$ cat config.mk
export PLATFORM = sky130hd
export DESIGN_NAME = egress_drain
export DESIGN_NICKNAME = d
export VERILOG_FILES = /design/src/rtl/tl_pkg.sv /design/src/rtl/rr_arbiter4.sv /design/src/rtl/egress_drain.sv
export SDC_FILE = /design/constraint.sdc
export NUM_CORES = 1
export LEC_CHECK = 0
export BUFFER_PORTS_ARGS = -buffer_cell sky130_fd_sc_hd__clkbuf_2
export CORE_ASPECT_RATIO = 1.1
export CORE_UTILIZATION = 30
export CTS_BUF_LIST = sky130_fd_sc_hd__clkbuf_8 sky130_fd_sc_hd__clkbuf_16
export CTS_CLUSTER_DIAMETER = 40
export CTS_CLUSTER_SIZE = 10
export DETAILED_ROUTE_END_ITERATION = 12
export PLACE_DENSITY = 0.59
export RECOVER_POWER = 25
export SETUP_SLACK_MARGIN = 0.4
export SKIP_CTS_REPAIR_TIMING = 1
export SYNTH_ARGS = -nofsm -noshare
export SYNTH_HDL_FRONTEND = slang
export SYNTH_SLANG_ARGS = --single-unit
$ cat constraint.sdc
create_clock -name clk -period 3 [get_ports clk]
set_input_delay 0.45 -clock clk [delete_from_list [all_inputs] [get_ports clk]]
set_output_delay 0.45 -clock clk [all_outputs]
set_load 0.05 [all_outputs]
$ cat src/rtl/tl_pkg.sv
// Shared transaction-layer constants and the egress drain FSM encoding.
package tl_pkg;
  localparam int DATA_W    = 12;
  localparam int NUM_PORTS = 4;
  localparam int CNT_W     = 5;

  // cnt_idx code selecting the all-ports counter; codes above it read as zero
  localparam logic [2:0] TOTAL_IDX = 3'd4;

  typedef enum logic [1:0] {
    ST_IDLE,
    ST_POP,
    ST_CAPT,
    ST_SEND
  } state_t;
endpackage

$ cat src/rtl/rr_arbiter4.sv
// Combinational 4-way round-robin pick: first requester at or above ptr, wrapping mod 4.
module rr_arbiter4 (
  input  logic [3:0] req,
  input  logic [1:0] ptr,
  output logic [1:0] grant,
  output logic       any_req
);
  logic [1:0] idx;

  always_comb begin
    // NOTE: every variable gets a default before any conditional write, so no latch is inferred.
    grant   = ptr;
    idx     = '0;
    any_req = |req;
    // Walk from the farthest offset down so the nearest requester wins.
    for (int i = 3; i >= 0; i--) begin
      idx = ptr + 2'(i);
      if (req[idx]) grant = idx;
    end
  end
endmodule

$ cat src/rtl/egress_drain.sv
// Round-robin drain of four egress FIFOs onto a valid/ready stream, with drained-word counters.
// Optional build macro EGRESS_PARITY_EN adds an even-parity check and the parity_err output.
module egress_drain
  import tl_pkg::*;
(
  input  logic              clk,
  input  logic              reset,
  input  logic              en,
  input  logic [3:0]        empty,
  input  logic [DATA_W-1:0] fifo_data0,
  input  logic [DATA_W-1:0] fifo_data1,
  input  logic [DATA_W-1:0] fifo_data2,
  input  logic [DATA_W-1:0] fifo_data3,
  output logic [3:0]        pop,
  output logic [DATA_W-1:0] out_data,
  output logic [1:0]        out_port,
  output logic              out_valid,
  input  logic              out_ready,
  input  logic [2:0]        cnt_idx,
  input  logic              cnt_req,
  output logic [CNT_W-1:0]  cnt_data,
  output logic              cnt_valid
`ifdef EGRESS_PARITY_EN
  ,
  output logic              parity_err
`endif
);
  if (NUM_PORTS != 4) begin : g_bad_ports
    $error("egress_drain is built for exactly 4 ports");
  end

  state_t            state, state_next;
  logic [1:0]        rr_ptr, grant, arb_grant;
  logic              arb_any, start;
  logic [DATA_W-1:0] sel_data;
  logic [CNT_W-1:0]  port_cnt [NUM_PORTS];
  logic [CNT_W-1:0]  total_cnt;

  rr_arbiter4 u_arb (
    .req     (~empty),
    .ptr     (rr_ptr),
    .grant   (arb_grant),
    .any_req (arb_any)
  );

  assign start = (state == ST_IDLE) && en && arb_any;

  always_ff @(posedge clk or posedge reset) begin
    // NOTE: sequential state uses non-blocking assignment so every register samples pre-edge values.
    if (reset) state <= ST_IDLE;
    else       state <= state_next;
  end

  always_comb begin
    state_next = state;
    unique case (state)
      ST_IDLE: if (start) state_next = ST_POP;
      ST_POP:  state_next = ST_CAPT;
      ST_CAPT: state_next = ST_SEND;
      ST_SEND: if (out_ready) state_next = ST_IDLE;
      default: state_next = ST_IDLE;
    endcase
  end

  always_comb begin
    sel_data = fifo_data0;
    unique case (grant)
      2'd0: sel_data = fifo_data0;
      2'd1: sel_data = fifo_data1;
      2'd2: sel_data = fifo_data2;
      2'd3: sel_data = fifo_data3;
      default: sel_data = fifo_data0;
    endcase
  end

  always_ff @(posedge clk or posedge reset) begin
    if (reset) begin
      pop       <= '0;
      grant     <= '0;
      rr_ptr    <= '0;
      out_data  <= '0;
      out_port  <= '0;
      out_valid <= 1'b0;
      total_cnt <= '0;
      // NOTE: the counter array is reset explicitly because its values are architecturally visible.
      for (int i = 0; i < NUM_PORTS; i++) port_cnt[i] <= '0;
`ifdef EGRESS_PARITY_EN
      parity_err <= 1'b0;
`endif
    end else begin
      pop <= '0;
      if (start) begin
        pop   <= 4'b0001 << arb_grant;
        grant <= arb_grant;
      end
      if (state == ST_CAPT) begin
        out_data        <= sel_data;
        out_port        <= grant;
        out_valid       <= 1'b1;
        port_cnt[grant] <= port_cnt[grant] + CNT_W'(1);
        total_cnt       <= total_cnt + CNT_W'(1);
        rr_ptr          <= grant + 2'd1;
`ifdef EGRESS_PARITY_EN
        // Even parity: any word whose bits XOR to one is flagged.
        parity_err      <= ^sel_data;
`endif
      end
      if (state == ST_SEND && out_ready) begin
        out_valid <= 1'b0;
`ifdef EGRESS_PARITY_EN
        parity_err <= 1'b0;
`endif
      end
    end
  end

  // Counter reads return the pre-increment value when a CAPT lands in the same cycle.
  always_ff @(posedge clk or posedge reset) begin
    if (reset) begin
      cnt_valid <= 1'b0;
      cnt_data  <= '0;
    end else begin
      cnt_valid <= cnt_req;
      if (cnt_req) begin
        if (cnt_idx < TOTAL_IDX)       cnt_data <= port_cnt[cnt_idx[1:0]];
        else if (cnt_idx == TOTAL_IDX) cnt_data <= total_cnt;
        else                           cnt_data <= '0;
      end
    end
  end
endmodule

# == Word-level counts from Yosys, hierarchy flattened ==
# Index checks and enable logic that the tools add are counted.
# totals
word_cells,80
ff_bits,56
input_bits,60
output_inout_bits,25
# op_classes
shifts,1
add_sub_neg,6
n_reduce_logical,9
order_cmp,8
muxes,30
eq_ne,9
bitwise_logic,3
# op_table
cell,count
12-bit one-hot mux with 4 select lines,1
5-bit 2-to-1 mux,7
5-bit binary-select mux with 2-bit select,2
20-bit bitwise mux,1
"2-bit by 3-bit < comparator with 1-bit output, second input constant",4
2-bit 2-to-1 mux,6
"5-bit by 1-bit adder with 5-bit output, second input constant",2
5-bit demux with 2-bit select,1
1-bit binary-select mux with 2-bit select,4
"2-bit == test, second input constant",4
2-bit one-hot mux with 4 select lines,1
"3-bit greater-or-equal comparator, second input constant",2
1-bit 2-to-1 mux,6
2-bit NOT with 3-bit output,2
"2-bit by 1-bit adder with 2-bit output, second input constant",2
"2-bit adder, second input constant",2
"2-bit by 1-bit == test with 1-bit output, second input constant",2
1-bit logical AND,4
2-bit logical NOT,2
4-bit 2-to-1 mux,1
"2-bit inequality test, second input constant",2
4-bit NOT,1
4-bit OR reduction,1
"1-bit by 2-bit << shifter with 4-bit output, first input constant",1
5 further kinds,5

# == Logic depth before layout (Yosys ltp) ==
# logic_depth
depth_word,9
mapped_depth,7
mapped_depth_nobuf,5

# == Modules after synthesis ==
# From an unflattened synthesis, not the netlist that was laid out.
# unflattened
hier_cells,253
area_unflattened_um2,2857.7
# by_module_without_submodules
mod,cells_each,seq_area_each_um2,area_per_inst_um2,instances
egress_drain,237,1401.3,2757.6,1
rr_arbiter4,16,0.0,100.1,1

# == Least setup slack after synthesis ==
# No wires, ideal clock.
# synth_path
kind,reg-to-reg
startpoint,register grant[0]
endpoint,register port_cnt[14] (netlist name)
n_path_buf,1
stages_incl_launch_ff,7
slack_ns,1.212
required_time_ns,2.874
setup_ns,0.126
period_less_slack_ns,1.788
t_arrival_ns,1.662
cell_sequence,dfrtp_1 -> buf_6 -> mux4_2 -> ha_1 -> nand3_2 -> xor2_2 -> o21ai_1
# synth_via
elab_chain_cells,6
elab_cells_between_ends,11
classes_between,add/sub: 1; order compare: 2; mux: 6; bitwise: 1; reduce/logical: 1
# synth_rtl
element,line,source
from (decl),egress_drain.sv:33,"logic [1:0] rr_ptr, grant, arb_grant;"
from (signal assigned),egress_drain.sv:94,grant <= arb_grant;
2-bit NOT with 3-bit output (implied by the code) (*),egress_drain.sv:100,port_cnt[grant] <= port_cnt[grant] + CNT_W'(1);
"5-bit binary-select mux with 2-bit select, or another cell as far along",egress_drain.sv:100,
5-bit 2-to-1 mux (implied by the code) / 1-bit logical AND (equally long branches),egress_drain.sv:100,
5-bit 2-to-1 mux (implied by the code),egress_drain.sv:100,
5-bit by 1-bit adder with 5-bit output / 5-bit demux with 2-bit select (equally long branches),egress_drain.sv:100,
20-bit bitwise mux (*),egress_drain.sv:100,
"to (signal, indexed assignment)",egress_drain.sv:100,
to (decl),egress_drain.sv:36,logic [CNT_W-1:0] port_cnt [NUM_PORTS];
# Every way passes the cells marked *; elsewhere a longest branch is shown, timed or not. The select of a mux whose other input is x is not followed.
# A chain may end at the register's enable or synchronous reset.

# == Final worst setup path ==
# layout_path
startpoint,register grant[0]
endpoint,register out_data[4]
# layout_via
elab_chain_cells,2
elab_cells_between_ends,5
classes_between,eq/ne: 3; mux: 1; reduce/logical: 1
# layout_rtl
element,line,source
"2-bit == test, or another cell as far along",egress_drain.sv:67,unique case (grant)
12-bit one-hot mux with 4 select lines (*),egress_drain.sv:67,
to (signal assigned),egress_drain.sv:97,out_data <= sel_data;
to (decl),egress_drain.sv:15,"output logic [DATA_W-1:0] out_data,"
# Every way passes the cells marked *; elsewhere a longest branch is shown, timed or not.

==> reports/qor.txt <==
share of layout cells above drive strength 1: 39.88%
critical hold path startpoint: out_ready
Final HPWL DP: 4814 um
post-synth cell types: 33
CP endpoint kind: flip-flop
fillers: 926
Tot GR Track Use: 13.89%
TritonCTS clock tree: built
Residual DRC: 0
Arr. time, crit path: 2.37 ns
register bit total from synthesis: 56
total power: 3.596 mW
worst-path maximum fanout: 13
# Max-Cap Violations: 0
antenna cell count: 0
CTS Buf Count: 5
pwr dens: 1026 nW/um^2
Mapped Area: 2863 sq um
nets@finish: 401
Core ar.: 9305 sq um
measured slew at the worst slew-check pin: 1.073 ns
Crit path required time: 3.22 ns
maximum vdd drop: 0.0004739 V
WL/cell: 14.23 um
first-pass GRT wire length: 10790 um
initial antenna violation count: 0
remaining antenna violation count: 0
M2 GR Usage: 22.76%
top-area cell type share of the netlist area: 48.95%
Final Setup Violations: 0
relative slew slack: 28.36%
CP cell instances: inv_1 > ha_1 > a222oi_1 > o21ai_0 > mux2_2
Reg2Reg Setup Slack: 0.86 ns
GP Congestion: 0.7484
via/cell ratio: 4.996
leakage power total: 1.630 nW
RSZ-0062 raised after global routing: no
CTS H-tree lvls: 2
status: complete, no violations
Detailed Route Iter0 Violations: 115
met3 Resource Use GR: 3.289%
GRT met1 Usage: 18.13%
final std cells w/o fill: 448
Synth area leaders: dfrtp_1, mux2_2, mux4_2
yosys warns: 0
GRT busiest layer: met2
Fin. Hold Viols: 0
sequential fraction of the synthesis area: 48.95%
Max Fclk: 466.2 MHz
Synth Flop Type: dfrtp_1
Max Slew Vio Count: 0
number of global-route vias before repair: 2259
Initial Utilization: 30.77%
Cells on Worst Hold Path: 2
Port Buffers: 84
Detailed Route WL: 6373 um
Period minus WS final: 2.145 ns
largest net degree at the start of global routing: 32
Rows: 37
CP max stage delay: 0.63 ns
# placed instances: 440
setup_tns: 0 ns
clk root buf: clkbuf_8
post-synthesis net count: 318
I/O pins: 85
synthesized instance count: 247
worst min path class: in -> reg
worst-skew pair later-pin latency: 0.32 ns
most common cell in the synthesized netlist: dfrtp_1
Die H: 104.5 um
Fin Hold WS: 0.3206 ns
Avg Cell Area, Syn: 11.59 sq um
Die X: 95.14 um
Post-synth EDFFs: 0
CP Launch Type: flip-flop
Synth top cells by count: dfrtp_1, nand2_1, o21ai_0, mux2_2, nor2_1
via count: 2238
total die area: 9938 sq um
largest area contributor in the netlist: dfrtp_1
Setup Skew: 0.01737 ns
Reg clk slew, reported paths: 0.12 ns
Clock Sinks: 56
hold endpoint: out_valid
critical path's slowest cell: dfrtp_1
Final Cycle Share: 71.50%
worst r2r dst: out_data[4]
Async S/R FF share, synth: 100.0%
worst reg2reg path startpoint: grant[0]
reg2reg path depth: 5
critical path class: reg -> reg
Detailed Routing Iterations Pass 1: 4
Syn-to-layout area delta: 22.46%
worst-case clock buffer depth: 2
Overflow after GRT: 0
critical path, delay by kind of cell, from the launching register on:
family                   cells  cell delay, ns
multiplexers                 1            0.30
AO/OA/AOI/OAI                2            0.51
adder cells (fa/ha/maj)      1            0.43
buffers and inverters        1            0.19
flip-flops                   1            0.63
metal layers:
metal	part of all wire [%]	routed length [um]
met5	0	0
met4	1.0	65
met3	6.3	400
met2	49	3101
met1	44	2806
where the power goes:
part / switching (mW) / leakage, nW / internal (mW) / total, mW
Sequential: 0.237 / 0.704 / 1.04 / 1.28
Combinational: 1.13 / 0.879 / 0.753 / 1.88
Clock: 0.262 / 0.0463 / 0.172 / 0.434
Total: 1.63 / 1.63 / 1.97 / 3.60
kinds of logic after synthesis:
group	count (synthesis)	share of synthesized area (%)
buffers and inverters	18	2.797
AND/OR/NAND/NOR	64	10.01
flip-flops	56	48.95
XOR/XNOR	7	2.929
multiplexers	34	17.26
adder cells (fa/ha/maj)	11	4.808
AO/OA/AOI/OAI	57	13.24
cells in the final DEF, fill, tap and decap left out, types with 3 or more instances in the layout:
cell      synthesis  routed
nand4_1           4       4
nor2b_1           4       4
clkbuf_2          0      83
mux4_2           10      10
xnor2_1           3       3
dfrtp_1          56      56
o21ai_1           9       9
clkbuf_8          0       5
mux2_2           23      23
o21ai_0          24      24
inv_1             7       7
a221oi_1          5       5
a222oi_1         12      12
ha_1             11      11
nand2_1          33      33
nor2_1           15      15
state kept, by name, summed over array words and instances (netlist names):
signal / cells
out_valid: 1
grant: 2
total_cnt: 5
out_port: 2
state: 2
out_data: 12
cnt_data: 5
cnt_valid: 1
pop: 4
port_cnt: 20
rr_ptr: 2
layout make-up:
| cell class | count | area (sq um) | share of cell area [%] |
|---|---|---|---|
| clock inverters | 3 | 27.53 | 0.7852 |
| clock buffers | 5 | 68.82 | 1.963 |
| flip-flops and latches | 56 | 1401 | 39.97 |
| well taps | 117 | 146.4 | 4.176 |
| multi-input cells | 173 | 1381 | 39.40 |
| inverters | 7 | 26.28 | 0.7495 |
| repair buffers | 87 | 454.2 | 12.96 |
worst max path at each step:
| stage | startpoint | end | slack [ns] | cells past startpoint |
|---|---|---|---|---|
| final | grant[0] | out_data[4] | 0.86 | 5 |
| after global routing | grant[0] | out_data[10] | 0.66 | 5 |
| after detailed placement | grant[0] | out_data[4] | 0.83 | 5 |
| after CTS | grant[0] | out_data[11] | 0.83 | 5 |
| after floorplan | reset | cnt_data[0] | 1.18 | 1 |
| after global placement | grant[0] | out_data[11] | 0.91 | 5 |
stage by stage:
step	setup slack (ns)	util (%)	area (sq um)
floorplan	1.179	-	2863
global placement	0.9133	36.65	3411
detailed placement	0.8261	36.65	3411
CTS	0.8258	37.69	3507
global route	0.6591	37.68	3506
finish	0.8551	37.68	3506
Note: power is estimated with default switching activity, not from simulation.
